<file path="config.mk">
export PLATFORM = sky130hd
export DESIGN_NAME = rect_fill_engine
export DESIGN_NICKNAME = d
export VERILOG_FILES = /design/src/rtl/rect_fill_engine.sv
export SDC_FILE = /design/constraint.sdc
export NUM_CORES = 1
export LEC_CHECK = 0
export CAP_MARGIN = 20
export CORE_ASPECT_RATIO = 0.75
export CORE_MARGIN = 4
export CORE_UTILIZATION = 35
export DETAILED_ROUTE_END_ITERATION = 7
export GPL_TIMING_DRIVEN = 0
export PLACE_DENSITY = 0.59
export SLEW_MARGIN = 20
export SYNTH_ARGS = -nofsm -noshare
export SYNTH_HDL_FRONTEND = slang
export SYNTH_SLANG_ARGS = --single-unit
</file>
<file path="constraint.sdc">
create_clock -name clk -period 5 [get_ports clk]
set_input_delay 0.75 -clock clk [delete_from_list [all_inputs] [get_ports clk]]
set_output_delay 0.75 -clock clk [all_outputs]
set_load 0.02 [all_outputs]
</file>
<file path="src/rtl/rect_fill_engine.sv">
// rect_fill_engine: streams one framebuffer write per cycle, in raster order, for each accepted rectangle command.
module rect_fill_engine #(
  parameter int COORD_W = 8,
  parameter int COLOR_W = 12
) (
  input  logic               clk,
  input  logic               rst,
  input  logic               cmd_valid,
  output logic               cmd_ready,
  input  logic [COORD_W-1:0] cmd_x0,
  input  logic [COORD_W-1:0] cmd_y0,
  input  logic [COORD_W-1:0] cmd_x1,
  input  logic [COORD_W-1:0] cmd_y1,
  input  logic [COLOR_W-1:0] cmd_color,
  input  logic               fb_ready,
  output logic               we,
  output logic [COORD_W-1:0] wx,
  output logic [COORD_W-1:0] wy,
  output logic [COLOR_W-1:0] wc,
  output logic               busy,
  output logic               done
);
  typedef enum logic {IDLE, FILL} state_t;
  state_t state, state_next;
  logic [COORD_W-1:0] xmin, xmax, ymax, xlo, xhi, ylo, yhi;
  logic accept, adv, last;
  assign cmd_ready = state == IDLE;
  always_comb begin
    xlo = cmd_x0 < cmd_x1 ? cmd_x0 : cmd_x1;
    xhi = cmd_x0 < cmd_x1 ? cmd_x1 : cmd_x0;
    ylo = cmd_y0 < cmd_y1 ? cmd_y0 : cmd_y1;
    yhi = cmd_y0 < cmd_y1 ? cmd_y1 : cmd_y0;
    accept = cmd_valid && cmd_ready;
    adv = state == FILL && fb_ready;
    last = wx == xmax && wy == ymax;
    state_next = accept ? FILL : (adv && last) ? IDLE : state;
  end
  always_ff @(posedge clk or negedge rst)
    if (!rst) state <= IDLE;
    else state <= state_next;
  always_ff @(posedge clk or negedge rst) begin
    if (!rst) begin
      xmin <= '0;
      xmax <= '0;
      ymax <= '0;
      wx   <= '0;
      wy   <= '0;
      wc   <= '0;
      we   <= 1'b0;
      busy <= 1'b0;
      done <= 1'b0;
    end else begin
      done <= adv && last;
      busy <= state_next == FILL;
      if (accept) begin
        xmin <= xlo;
        xmax <= xhi;
        ymax <= yhi;
        wx   <= xlo;
        wy   <= ylo;
        wc   <= cmd_color;
        we   <= 1'b1;
      end else if (adv) begin
        // bounds are compared for equality, so a row ending at the top coordinate never wraps
        if (wx != xmax) wx <= wx + 1'b1;
        else if (wy != ymax) begin
          wx <= xmin;
          wy <= wy + 1'b1;
        end else we <= 1'b0;
      end
    end
  end
endmodule

</file>
Word-level counts from Yosys, hierarchy flattened
Cells that the tools add are included.
{ "totals": {"register_bits": 55, "input_bits": 48, "out_inout_bits": 32, "elab_cells": 49} }
{ "op_classes": {"n_addsub": 2, "order_cmp": 2, "n_eq_ne": 6, "muxes": 18, "bitwise_logic": 1, "n_reduce_logical": 11} }
{ "op_table": {"columns": ["operator", "n"], "rows": [
  ["8-bit two-way mux", 12],
  ["8-bit by 1-bit adder with 8-bit output, second input constant", 2],
  ["8-bit equality test", 2],
  ["8-bit < comparator", 2],
  ["8-bit inequality test", 2],
  ["1-bit two-way mux", 6],
  ["3-bit AND reduction", 2],
  ["2-bit nonzero test", 3],
  ["1-bit logical AND", 4],
  ["2-bit inequality test, second input constant", 2],
  ["3-bit nonzero test", 1],
  ["2-bit AND reduction", 1],
  ["1-bit inverter", 1]
]} }

Logic depth before layout (Yosys ltp)
Gate-level depths: netlist (run 1).
{ "depth": {"ltp_word": 5, "ltp_mapped": 8, "mapped_depth_nobuf": 7} }

Worst setup path after synthesis (run 1)
Ideal clock, no wire load.
{ "synth_path": {"kind": "input -> register", "from": "input port cmd_y1[7]", "to": "register wy[3]", "setup_time_ns": 0.124, "t_arrival_ns": 2.446, "required_time_ns": 4.876, "slack_ns": 2.430, "path_stages": 6, "path_buffers": 0, "cell_sequence": "inv_1 -> ha_1 -> nand4_1 -> o31ai_2 -> mux2_2 -> a211o_1"} }
{ "synth_between": {"elab_chain_len": 3} }
{ "synth_rtl": {"columns": ["item", "line_no", "rtl"], "rows": [
  ["from (decl)", "13", "input logic [COORD_W-1:0] cmd_y1,"],
  ["8-bit < comparator", "31", "ylo = cmd_y0 < cmd_y1 ? cmd_y0 : cmd_y1;"],
  ["8-bit two-way mux", "31", null],
  ["8-bit two-way mux", "55", "if (accept) begin"],
  ["to (signal assigned)", "60", "wy <= ylo;"],
  ["to (signal assigned)", "68", "wy <= wy + 1'b1;"],
  ["to (decl)", "18", "output logic [COORD_W-1:0] wy,"]
]} }
No other way between the ends.
A chain may end at the register's enable or synchronous reset.

Worst setup path in the final report (run 1)
{ "layout_path": {"from": "input port cmd_y1[6]", "to": "register wy[3]"} }
The elaborated chain is that of the path after synthesis.

==> run_results.csv, run 1 <==
group,metric,value,unit
run_status,status,"finished, final reports clean",
drt,wl,8850,um
clock_network,postCtsSetupRepairBufs,0,
global_route,antenna_found_initial,0,
timing,timing.fmax,331,MHz
synthesis,ys_ff_latch,55,
clock_network,cts.sinks,55,
clock_network,cts.htree.levels,2,
synthesis,yosys_warnings,0,
setup_path,crit_fanout,7,
setup_path,worstSetupPathType,"input pin to flop",
min_path,whs_endpoint,"wc[7]",
setup_path,r2r_cells,5,
min_path,min_path_cells,2,
setup_path,cp-end-kind,"flop",
die,pin_count,80,
clock_network,cts_buffers,5,
synthesis,netlist_top_cells_count,"nand2_1 (67), dfrtp_1 (55), mux2i_1 (30)",
run,drv_cap,0,
synthesis,synthCells,368,
power_and_ir_drop,vdd_drop_max,0.000192,V
timing,hold_ws,0.475,ns
die,die_h,94.1,um
global_route,grt_util_met2,0.235,
min_path,min-delay-path-class,"flop to flop",
global_route,gr-max-usage-layer,"met1",
place,globalplace.congestion,0.885,
layout,area_delta_synth_final,32.2,%
synthesis,synth_top_area_cell,"dfrtp_1",
drt,routedWlPerCell,15.1,um
layout,drive_gt1_frac,0.0573,
clock_network,cts-root-buf,"clkbuf_16",
layout,antenna_cells,0,
die,dieArea,11600,um2
place,port_buffers,79,
drt,first_pass_iters,4,
die,die_x,123,um
power_and_ir_drop,p_leak,2.05,nW
timing,worst_slack,1.98,ns
setup_path,cp.required,5.18,ns
global_route,grt_start_max_net_pins,56,
timing,hold_violations,0,
timing,slew-limit-headroom,0.413,
synthesis,syn_nets,432,
min_path,hp-start,"wc[7]",
setup_path,r2r_setup_slack,2.72,ns
setup_path,arrival,3.20,ns
clock_network,ctsHoldBuffers,0,
place,place_ws,1.68,ns
timing,report.final.slew_viol_count,0,
synthesis,async_flop_share,1.00,
global_route,grt_overflow_total,0,
synthesis,ys.flop_type,"dfrtp_1",
die,coreArea,9660,um2
timing,worst_slew_pin_slew,0.875,ns
synthesis,synthesis.area,3460,um2
setup_path,r2r-start,"wx[4]",
synthesis,syn_area_per_cell,9.40,um2
drt,drt-initial-drc-count,139,
setup_path,worst_setup_path_start_kind,"input pin",
synthesis,synth_cell_types,47,
timing,fin_setup_tns,0,ns
clock_network,ctsLongestPathBuffers,2,
global_route,gr-usage-met1,0.236,
timing,setup_violations,0,
clock_network,cts_resized,0,
timing,skew,0.00417,ns
synthesis,yosysMostFrequentCell,"nand2_1",
clock_network,cts_tree,"built",
power_and_ir_drop,p_per_area,338,nW/um2
synthesis,synth_edf_count,0,
drt,ant_nets,0,
setup_path,r2r-end,"wy[7]",
clock_network,cts.reportedPaths.clkPinSlew,0.07,ns
drt,vias,2923,
global_route,grt_use_total,0.157,
timing,finalCriticalPeriod,3.02,ns
timing,rsz0062_at_grt,"no",
timing,fin_crit_sh,0.605,
global_route,grt_pass1_vias,2833,
global_route,use_met3,0.0295,
drt,drc_errors,0,
die,start_util,0.358,
clock_network,clk-insertion-delay-late,0.29,ns
synthesis,synth_top_area_share,0.398,
place,hpwl,6970,um
global_route,grt_pass1_wl,14300,um
die,rows,31,
layout,nNetsFinal,518,
synthesis,yosysSeqAreaShare,0.398,
synthesis,synth_area_leaders,"dfrtp_1 (40%), mux2i_1 (8.7%), nand2_1 (7.3%)",
drt,vias_per_cell,4.99,
-- cell families after synthesis --
group	after synthesis	synth area share
and+or+nand+nor	135	0.180
AOI/OAI and AO/OA	73	0.167
DFF	55	0.398
buffers and inverters	35	0.0445
muxes	34	0.102
xor gates and xnor gates	20	0.0507
adders and majority gates	16	0.0579
-- where the power goes --
group | internal [mW] | switching, mW
registers | 0.517 | 0.0850
logic | 0.275 | 0.281
clock network | 0.234 | 0.153
-- cell type report --
cell class	count	area, um2
multi-input combinational	278	1930
timing repair buffer	79	788
tap	132	165
fill	931	5090
inverter	19	71.3
sequential	55	1380
clock inverter	1	30.0
clock buffer	6	129
buffer	16	82.6
-- worst max path at each step --
stage	from	to	slack [ns]	cells after the start
2_1_floorplan	cmd_y1[7]	wy[3]	2.43	6
3_3_place_gp	rst	ymax[5]	1.44	1
3_5_place_dp	cmd_y1[6]	wy[3]	1.68	7
4_1_cts	cmd_y1[6]	wy[3]	1.98	7
5_1_grt	cmd_y1[6]	wy[3]	1.81	7
6_report	cmd_y1[6]	wy[3]	1.98	7
-- state kept, by name, indices dropped and copies added, names as in the netlist --
name and count:
wc 12, wx 8, wy 8, xmax 8, xmin 8, ymax 8, busy 1, done 1
we 1
-- stage by stage --
stage               cell area [um2]  total power, mW  cells  utilization
floorplan                      3460            0.941    368            -
global placement               4410             1.16    579        0.457
detailed placement             4410             1.17    579        0.457
CTS                            4570             1.55    586        0.473
global route                   4570             1.63    586        0.473
finish                         4570             1.55    586        0.473
-- routing by layer --
layer  share of wire  wire (um)  vias to the layer above
li1                -          -                     1459
met1            0.51       4500                     1378
met2            0.43       3760                       78
met3           0.058        517                        8
met4          0.0081         72                        0
met5               0          0                        -
-- cells in the final DEF, fill, tap and decap left out, drive strengths merged, types with 2 or more instances in the layout --
cell type and count:
a2111oi 5, a211o 2, a21boi 2, a21o 5, a21oi 8, a22oi 2
and2 2, and3 6, and4 2, buf 7, clkbuf 16, clkdlybuf4s50 78
dfrtp 55, ha 16, inv 19, mux2 4, mux2i 30, nand2 67
nand2b 2, nand3 7, nand4 5, nor2 29, nor2b 3, nor3 8
nor4 2, o211ai 8, o21a 4, o21ai 23, o21bai 2, o31ai 2
o32ai 2, xnor2 11, xor2 9
-- worst max-delay path: stages --
cell and delay (ns):
clkdlybuf4s50_1 0.51, inv_1 0.05, ha_1 0.31, nand4_1 0.12, o31ai_2 0.74, mux2_2 0.42
a211o_1 0.29
Power figures use the tool's default switching activity.
==> run 2, diff against run 1 <==
==> constraint.sdc (replaced) <==
create_clock -name clk -period 3.1 [get_ports clk]
set_input_delay 0.465 -clock clk [delete_from_list [all_inputs] [get_ports clk]]
set_output_delay 0.465 -clock clk [all_outputs]
set_load 0.02 [all_outputs]
==> results of run 2 <==
Same layout as run 1 (identical final DEF). Status: finished, final reports clean.
Main changes from that run: setup slack after placement 1.68 ns -> 0.0631 ns; setup slack after layout 1.98 ns -> 0.362 ns; hold slack 0.475 ns -> 0.212 ns; register-to-register setup slack 2.72 ns -> 0.82 ns; total power 1.55 mW -> 2.49 mW; worst IR drop on VDD 0.000192 V -> 0.000309 V
